[src/rtl/comp_bist.sv]
// Self-test driver/checker for an unsigned a > b comparator: walks a up and b down from seeds.
// One vector per SETTLE cycles, done_o N*SETTLE+1 cycles after start; start_i is ignored unless idle.
module comp_bist #(
  parameter int WIDTH  = 8,
  parameter int SETTLE = 1,
  parameter int CNT_W  = 16
) (
  input  logic             clk,
  input  logic             aresetn,
  input  logic             start_i,
  input  logic [WIDTH-1:0] seed_a_i,
  input  logic [WIDTH-1:0] seed_b_i,
  input  logic [CNT_W-1:0] num_vec_i,
  output logic [WIDTH-1:0] a_o,
  output logic [WIDTH-1:0] b_o,
  input  logic             c_i,
  output logic             busy_o,
  output logic             done_o,
  output logic             pass_o,
  output logic [CNT_W-1:0] err_cnt_o,
  output logic             first_err_vld_o,
  output logic [WIDTH-1:0] first_err_a_o,
  output logic [WIDTH-1:0] first_err_b_o
);

  localparam int SW = (SETTLE > 1) ? $clog2(SETTLE) : 1;

  typedef enum logic [1:0] {IDLE, RUN, DONE} state_t;

  state_t           state_q, state_d;
  logic [WIDTH-1:0] a_q, a_d, b_q, b_d;
  logic [WIDTH-1:0] fa_q, fa_d, fb_q, fb_d;
  logic [CNT_W-1:0] n_q, n_d, vec_q, vec_d, err_q, err_d;
  logic [SW-1:0]    set_q, set_d;
  logic             pass_q, pass_d, fv_q, fv_d;

  always_comb begin
    state_d = state_q;
    a_d     = a_q;
    b_d     = b_q;
    fa_d    = fa_q;
    fb_d    = fb_q;
    n_d     = n_q;
    vec_d   = vec_q;
    err_d   = err_q;
    set_d   = set_q;
    pass_d  = pass_q;
    fv_d    = fv_q;
    case (state_q)
      IDLE: begin
        if (start_i) begin
          a_d    = seed_a_i;
          b_d    = seed_b_i;
          n_d    = num_vec_i;
          vec_d  = '0;
          set_d  = '0;
          err_d  = '0;
          fv_d   = 1'b0;
          fa_d   = '0;
          fb_d   = '0;
          pass_d = 1'b0;
          if (num_vec_i == '0) begin
            pass_d  = 1'b1;
            state_d = DONE;
          end else begin
            state_d = RUN;
          end
        end
      end
      RUN: begin
        if (set_q != SW'(SETTLE - 1)) begin
          set_d = set_q + SW'(1);
        end else begin
          // Sample edge: c_i has had SETTLE cycles to respond to the current a/b.
          set_d = '0;
          if (c_i != (a_q > b_q)) begin
            if (err_q != '1) err_d = err_q + CNT_W'(1);
            if (!fv_q) begin
              fv_d = 1'b1;
              fa_d = a_q;
              fb_d = b_q;
            end
          end
          if (vec_q == n_q - CNT_W'(1)) begin
            pass_d  = (err_d == '0);
            state_d = DONE;
          end else begin
            vec_d = vec_q + CNT_W'(1);
            a_d   = a_q + WIDTH'(1);
            b_d   = b_q - WIDTH'(1);
          end
        end
      end
      DONE:    state_d = IDLE;
      default: state_d = IDLE;
    endcase
  end

  always_ff @(posedge clk or negedge aresetn) begin
    if (!aresetn) begin
      state_q <= IDLE;
      a_q     <= '0;
      b_q     <= '0;
      fa_q    <= '0;
      fb_q    <= '0;
      n_q     <= '0;
      vec_q   <= '0;
      err_q   <= '0;
      set_q   <= '0;
      pass_q  <= 1'b0;
      fv_q    <= 1'b0;
    end else begin
      state_q <= state_d;
      a_q     <= a_d;
      b_q     <= b_d;
      fa_q    <= fa_d;
      fb_q    <= fb_d;
      n_q     <= n_d;
      vec_q   <= vec_d;
      err_q   <= err_d;
      set_q   <= set_d;
      pass_q  <= pass_d;
      fv_q    <= fv_d;
    end
  end

  assign a_o             = a_q;
  assign b_o             = b_q;
  assign busy_o          = (state_q == RUN);
  assign done_o          = (state_q == DONE);
  assign pass_o          = pass_q;
  assign err_cnt_o       = err_q;
  assign first_err_vld_o = fv_q;
  assign first_err_a_o   = fa_q;
  assign first_err_b_o   = fb_q;

endmodule

[config.mk]
export PLATFORM = sky130hd
export DESIGN_NAME = comp_bist
export DESIGN_NICKNAME = d
export VERILOG_FILES = /design/src/rtl/comp_bist.sv
export SDC_FILE = /design/constraint.sdc
export NUM_CORES = 1
export LEC_CHECK = 0
export ABC_AREA = 1
export CAP_MARGIN = 10
export CORE_MARGIN = 10
export CORE_UTILIZATION = 47
export CTS_CLUSTER_SIZE = 40
export DETAILED_ROUTE_END_ITERATION = 8
export GPL_TIMING_DRIVEN = 0
export PLACE_DENSITY = 0.67
export SLEW_MARGIN = 30
export SYNTH_ARGS = -nofsm -noshare
export SYNTH_HDL_FRONTEND = slang
export SYNTH_SLANG_ARGS = --single-unit
[constraint.sdc]
create_clock -name clk -period 2.9 [get_ports clk]
set_input_delay 0.435 -clock clk [delete_from_list [all_inputs] [get_ports clk]]
set_output_delay 0.435 -clock clk [all_outputs]
set_load 0.05 [all_outputs]
==> results.cfg, run 1 <==
[global_routing]
grt_pass1_wl_mm = 26.6
use_met2_pct = 33.6
grt_pass1_vias = 5354
use_met1_pct = 24.8
busiest_layer = met2
track_usage_pct = 19.7
overflow = 0
grt_max_degree = 49
grt_antenna_before_repair = 0
met3_usage_pct = 4.05

[yosys]
yosysSeqAreaShare_pct = 38.4
yosysUniqueCellTypes = 41
synthCells = 789
yosysWarningCount = 0
synth_area_per_cell_sq_um = 6.94
syn-cell-area_sq_um = 5470
synth_edf_count = 0
synth-seq-cells = 84
ys_async_sr_fraction_pct = 100
syn_nets = 838
synth-main-ff-cell = dfrtp_1

[timing]
fin_crit_ns = 2.71
clock_skew_ns = 0.00708
fmax_mhz = 369
relSlewSlack_pct = 49.8
report.final.slew_viol_count = 0
hold_viol_final = 0
worst_slew_pin_slew_ns = 0.747
setup_violations = 0
min_period_over_period_pct = 93.6
rsz0062_at_grt = true
finalWorstSetupSlack_ns = 0.187

[clocking]
cts_setup_buffers = 0
cts_root_buffer = clkbuf_16
numCtsBuffers = 9
clk_path_buf_depth = 2
clkSlewWorstSetupHoldPaths_ns = 0.06
htreeDepth = 3
cts_sinks = 84
cts_tree = done
clk_latency_ns = 0.35

[floorplan]
core_area_sq_um = 11400
pin_count = 88
die_y_um = 128
die-area_sq_um = 16400
die_x_um = 128
start_util_pct = 47.9
rows = 39

[layout]
utilization_pct = 60.4
multi_input_area_sq_um = 2910
area_growth_pct = 26.1
nets = 938
layout_common_cells = 252 x nand2_1, 92 x inv_1, 85 x clkdlybuf4s50_1
final_common_cell = nand2_1
seqCellArea_sq_um = 2100
drive_gt1_share_pct = 5.70
nFillCells = 1121
diodes = 0

[detailed_routing]
num_vias = 5539
route.detailed.drc = 0
wl_mm = 16.0
vias_per_cell = 5.34
ant_nets = 0
dr.pass1.iters = 8
drtIter0Drc = 553
wire_per_inst_um = 15.4

[placed_design]
dp_slack_ns = -0.0531
gp_congestion = 0.905
dp_hpwl_mm = 12.3
port-buffer-count = 87

[status]
run_status = finished, final reports clean

[worst_hold_path]
hold_path.class = reg -> reg

[worst_setup_path]
crit_chain = inv_1, nand2_1, inv_1, clkbuf_1, clkbuf_2, clkdlybuf4s15_2
critical_path_required_ns = 2.47
endpoint_kind = output pin
ff2ff_setup_slack_ns = 0.24
cp.arrival_ns = 2.28
path_common_cell = inv_1
slowest_delay_ns = 0.41
slowest_stage = clkbuf_1
worstSetupStartpointType = flip-flop
path_class = reg -> out
cp_max_fo = 10

[power]
ir_worst_vdd_mv = 0.623
power_density_nw_per_um2 = 1220
leakagePower_uw = 0.00324

[run]
drv_cap = 0
-- flip-flops by register name, summed over array words and instances, names as in the netlist --
| register | flops |
|---|---|
| vec_q | 16 |
| first_err_b_o | 8 |
| a_o | 8 |
| state_q | 2 |
| err_cnt_o | 16 |
| b_o | 8 |
| n_q | 16 |
| first_err_vld_o | 1 |
| first_err_a_o | 8 |
| pass_o | 1 |
-- cell type report --
cell class | count | area share [%]
clock buffer | 11 | 3.52
timing repair buffer | 89 | 13.2
buffer | 23 | 1.58
multi-input combinational | 586 | 42.2
tap | 143 | 2.59
sequential | 84 | 30.5
inverter | 96 | 5.26
clock inverter | 5 | 1.23
-- final timing paths --
path | startpoint | cells after the start | end
min in group asynchronous | aresetn | 2 | first_err_b_o[3]
worst max-delay path | state_q[1] | 6 | busy_o
worst min-delay path | first_err_b_o[0] | 2 | first_err_b_o[0]
worst max register to register | b_o[2] | 19 | pass_o
worst min register to register | first_err_b_o[0] | 2 | first_err_b_o[0]
max in group asynchronous | aresetn | 3 | vec_q[15]
-- per-stage QoR --
stage | total power [uW] | area (sq um) | cells | setup TNS, ns | hold slack, ns
2_1_floorplan | 5540 | 5470 | 789 | 0 | 0.139
3_3_place_gp | 7000 | 6520 | 1019 | -145.29 | 0.465
3_5_place_dp | 7120 | 6550 | 1020 | -0.0531 | 0.358
4_1_cts | 8420 | 6890 | 1037 | 0 | 0.488
5_1_grt | 9100 | 6900 | 1037 | -0.00478 | 0.497
6_report | 8430 | 6900 | 1037 | 0 | 0.483
-- critical path, delay by kind of cell (launching register included) --
kind                   cells  cell delay, ns
buffers and inverters      5            1.42
AND/OR/NAND/NOR            1            0.13
flip-flops                 1            0.38
-- cell families (layout without fill, tap and decap cells) --
family / count (synthesis) / in the layout / synth area share [%]
adders and majority gates: 13 / 13 / 2.97
xor gates and xnor gates: 33 / 33 / 5.28
buffers and inverters: 119 / 224 / 8.53
and+or+nand+nor: 424 / 424 / 32.9
AOI/OAI and AO/OA: 116 / 116 / 11.9
DFF: 84 / 84 / 38.4
-- routing by layer --
metal / wire length (um) / up-vias
met4: 194 / 0
met1: 6880 / 2595
met5: 0 / -
li1: - / 2739
met2: 7870 / 186
met3: 1040 / 19
-- where the power goes --
group	internal, uW	switching, uW
Clock	782	492
Sequential	1610	525
Combinational	1630	3390
-- synth_stat cells (4+ instances only) --
master / count / area [sq um]
nor2_1: 70 / 263
o21ai_0: 56 / 280
a21oi_1: 7 / 35.0
inv_1: 92 / 345
o31ai_1: 4 / 30.0
o21ai_1: 29 / 145
a32o_1: 5 / 50.1
xor2_1: 26 / 228
clkbuf_1: 11 / 41.3
nand4_1: 10 / 62.6
nand2_1: 254 / 953
nor3_1: 14 / 70.1
dfrtp_1: 84 / 2100
a31oi_1: 4 / 25.0
xnor2_1: 7 / 61.3
ha_1: 13 / 163
nand3_1: 53 / 265
buf_2: 8 / 40.0
nor4_1: 4 / 25.0
-- timing repair --
| item | 4_1_cts | 5_1_grt |
|---|---|---|
| hold buffers | 1 | 0 |
| hold endpoints to repair | 17 | 0 |
| endpoints found under the setup margin | 1 | 12 |
| gates resized for setup | 3 | 7 |
(Power assumes the default switching activity.)
==> run 2: changes to the inputs <==
--- a/config.mk
+++ b/config.mk
@@ -13,6 +13,7 @@
 export DETAILED_ROUTE_END_ITERATION = 8
 export GPL_TIMING_DRIVEN = 0
 export PLACE_DENSITY = 0.67
+export SETUP_SLACK_MARGIN = 0.4
 export SLEW_MARGIN = 30
 export SYNTH_ARGS = -nofsm -noshare
 export SYNTH_HDL_FRONTEND = slang
==> results.cfg, run 2 (synthesis results as in run 1) <==
[status]
run_status = finished, final reports clean

[clocking]
clk_path_buf_depth = 2
numCtsBuffers = 9
htreeDepth = 3
cts_tree = done
cts_root_buffer = clkbuf_16
cts_sinks = 84
clkSlewWorstSetupHoldPaths_ns = 0.07
clk_latency_ns = 0.35

[detailed_routing]
ant_nets = 0
drtIter0Drc = 463
num_vias = 5643
vias_per_cell = 5.34
wl_mm = 16.2
dr.pass1.iters = 6
route.detailed.drc = 0
wire_per_inst_um = 15.4

[floorplan]
die_y_um = 128
rows = 39
die-area_sq_um = 16400
pin_count = 88
die_x_um = 128
start_util_pct = 47.9
core_area_sq_um = 11400

[worst_setup_path]
worstSetupStartpointType = flip-flop
ff2ff_setup_slack_ns = 0.51
endpoint_kind = flip-flop
worstSetupEndpoint = pass_o
r2r_cells = 14
cp_max_fo = 10
cp.arrival_ns = 2.67
worstSetupStartpoint = a_o[5]
path_class = reg -> reg
timing.rr.end = pass_o
critical_path_required_ns = 3.18
timing.rr.start = a_o[5]

[timing]
finalWorstSetupSlack_ns = 0.506
worst_slew_pin_slew_ns = 0.749
min_period_over_period_pct = 82.6
setup_violations = 0
report.final.slew_viol_count = 0
rsz0062_at_grt = true
relSlewSlack_pct = 49.6
fmax_mhz = 418
hold_viol_final = 0
fin_crit_ns = 2.39
clock_skew_ns = 0.00776

[layout]
diodes = 0
layout_common_cells = 248 x nand2_1, 87 x inv_1, 85 x clkdlybuf4s50_1
drive_gt1_share_pct = 10.5
nFillCells = 1088
nets = 958
final_common_cell = nand2_1
postLayoutCellArea_sq_um = 7160
instances_no_fill = 1057
area_growth_pct = 30.8

[power]
total_power_uw = 8840
ir_worst_vdd_mv = 0.667
leakagePower_uw = 0.00335
power_density_nw_per_um2 = 1230

[placed_design]
place_area_sq_um = 6550
port-buffer-count = 87
dp_hpwl_mm = 12.3
dp_cells = 1020
dp_slack_ns = -0.0531
gp_congestion = 0.905

[global_routing]
overflow = 0
track_usage_pct = 19.7
grt_pass1_vias = 5368
grt_pass1_wl_mm = 26.6
grt_antenna_before_repair = 0
grt_max_degree = 49

[worst_hold_path]
hold_path.class = reg -> reg

[run]
drv_cap = 0
[run 2: cell count changes in the layout (fill, tap and decap cells not counted), sizes merged]
cell | previous run | this run
clkdlybuf4s15 | 1 | 0
buf | 13 | 34
[run 2: worst min path at each step]
stage / depth (start not counted) / end / start
global placement: 2 / first_err_b_o[0] / first_err_b_o[0]
CTS: 2 / first_err_b_o[0] / first_err_b_o[0]
global route: 2 / first_err_b_o[5] / first_err_b_o[5]
finish: 2 / first_err_a_o[6] / first_err_a_o[6]
detailed placement: 1 / first_err_b_o[3] / aresetn
floorplan: 0 / a_o[0] / aresetn
[run 2: stage by stage]
stage | TNS [ns] | hold slack, ns | utilization, %
6_report | 0 | 0.485 | 62.7
3_5_place_dp | -0.0531 | 0.358 | 57.4
3_3_place_gp | -145.29 | 0.465 | 57.1
5_1_grt | 0 | 0.497 | 62.7
2_1_floorplan | 0 | 0.139 | -
4_1_cts | 0 | 0.488 | 60.8
[run 2: where the power goes]
part | switching, uW | internal (uW)
registers | 490 | 1610
logic | 3560 | 1900
clock network | 491 | 781
[run 2: area by class of cell]
| cell class | instances | area, sq um | area share (%) |
|---|---|---|---|
| clock inverters | 5 | 85.1 | 1.19 |
| inverters | 96 | 363 | 5.07 |
| well taps | 143 | 179 | 2.50 |
| flip-flops and latches | 84 | 2110 | 29.4 |
| repair buffers | 109 | 1070 | 14.9 |
| clock buffers | 11 | 243 | 3.39 |
| plain buffers | 23 | 124 | 1.73 |
| multi-input cells | 586 | 2990 | 41.8 |
[run 2: worst max-delay path, stage by stage, from the launching register on]
cell	delay [ns]
dfrtp_2	0.47
ha_1	0.33
nand2_1	0.07
nor2_2	0.12
nand4_1	0.24
nand3_2	0.19
nand2_2	0.09
buf_4	0.19
nand2_1	0.06
nand2_1	0.07
nor2_2	0.10
nand2_1	0.09
nor2_2	0.12
nand2_1	0.06
a21oi_1	0.12
[run 2: routing by layer]
metal	up-vias	GRT usage (%)	share of wire (%)
li1	2782	-	-
met1	2649	24.8	43
met2	195	33.7	49
met3	17	4.05	6.1
met4	0	5.10	1.3
met5	-	0	0
[run 2: timing repair]
item | in CTS | in global routing
endpoints found under the hold margin | 17 | 0
pin swaps | 1 | 8
setup buffers | 3 | 17
hold buffers | 1 | 0
resized for setup | 14 | 37
endpoints found under the setup margin | 45 | 50
==> RTL change (settings of run 2) <==
Set the parameter `WIDTH` to 6 (it was 8).
--- a/src/rtl/comp_bist.sv
+++ b/src/rtl/comp_bist.sv
@@ -1,7 +1,7 @@
 // Self-test driver/checker for an unsigned a > b comparator: walks a up and b down from seeds.
 // One vector per SETTLE cycles, done_o N*SETTLE+1 cycles after start; start_i is ignored unless idle.
 module comp_bist #(
-  parameter int WIDTH  = 8,
+  parameter int WIDTH  = 6,
   parameter int SETTLE = 1,
   parameter int CNT_W  = 16
 ) (
Ports: changed (6 resized); port bits go from 88 to 76. No check against the original RTL was run, so the function may have changed too.
==> RTL change against run 2 <==
  * Sequential share of layout area up 0.11 points
  * Setup slack improved by 25 ps
  * Final area shrank 9.8%
  * Sequential cell count shrank 8
  * Power shrank 23%
  * Synthesized area shrank 7.4%
  * Routed wire length shrank 9.6%
  * First-iteration DRC count increased by 10%
  * Largest cell class unchanged
==> RTL change: results (changes against run 2) <==
[setup_path]
r2r_cells=16  ; +2
r2r_setup_slack_ps=530  ; +30 ps
crit_start=a_o[3]$_DFFE_PN0P_
worstPathArrival_ps=2660  ; about the same

[yosys]
yosysUniqueCellTypes=32  ; -22%
yosysSeqAreaShare=0.375  ; -0.00888
netlist_top_cells_count=231 x nand2_1, 105 x inv_1, 87 x nor2_1, 76 x dfrtp_1, 74 x nand3_1
synth_nets=806  ; -3.8%

[finish]
buffers=111  ; -16%
clkbuf_count=14  ; +3
regArea_mm2=0.00191  ; -9.4%
drive_above_1_share=0.100  ; -0.00469
finalNonFillerCells=1003  ; -5.1%

[clock_network]
clock-sinks=76  ; -9.5%
post_cts_resized=16  ; +2
cts_root_buffer=clkbuf_8

[routing]
drtPass1Iterations=5  ; -1
drt_iter0_drc=511  ; +10%
m1WireLength_um=6330  ; -9.9%

[place]
gp_congestion=0.924  ; +2.1%
dpl.cell_count=975  ; -4.4%
dpl.hpwl_um=11200  ; -9.1%

[sta]
worst_pin_slew_ps=616  ; -133 ps

[global_routing]
grt_pass1_wl_um=23700  ; -11%

[outcome]
outcome=finished, final reports clean

==> RTL change: cell count changes in the layout (fill, tap and decap cells not counted), moves of 8 or more <==
cell                    run 2  this run
a21oi_1                     7        16
o22ai_1                     2        16
inv_1                      87       102
xor2_1                     26        18
dfrtp_1                    80        71
clkbuf_8                    1        12
o21ai_1                    30         3
nand2_1                   248       224
nand3_1                    51        68
nor3_1                     13         4
clkbuf_16                   9         0
clkdlybuf4s50_1            85        73
nor2_1                     64        83
==> RTL change: logic make-up after synthesis <==
group	after synthesis
AO/OA/AOI/OAI	101
XOR/XNOR	21
adder cells (fa/ha/maj)	11
buffers and inverters	129
flip-flops	76
AND/OR/NAND/NOR	425
==> RTL change: path summary, 6_finish.rpt <==
kind	end
setup / recovery	pass_o$_DFFE_PN0P_
hold reg to reg	first_err_b_o[5]$_DFFE_PN0P_
min in group asynchronous	first_err_b_o[2]$_DFFE_PN0P_
hold / removal	first_err_b_o[5]$_DFFE_PN0P_
setup reg to reg	pass_o$_DFFE_PN0P_
max in group asynchronous	vec_q[11]$_DFFE_PN0P_
==> RTL change: where the power goes <==
part | internal (mW) | switching [mW]
registers | 1.41 | 0.360
logic | 1.42 | 2.79
clock network | 0.466 | 0.402
==> RTL change: through the flow <==
stage	area, um2	worst slack (ps)	hold WS [ps]
3_5_place_dp	6020	-75.2	368
3_3_place_gp	6000	-1700	499
5_1_grt	6460	260	566
4_1_cts	6270	415	525
2_1_floorplan	5070	441	139
6_report	6460	531	516
==> RTL change: worst max-delay path: cells and delay by family (launching register included) <==
kind	cells	cell delay (ps)
flops	1	450
compound gates	1	120
simple gates	12	1120
fa+ha+maj	1	330
buf+inv	2	280
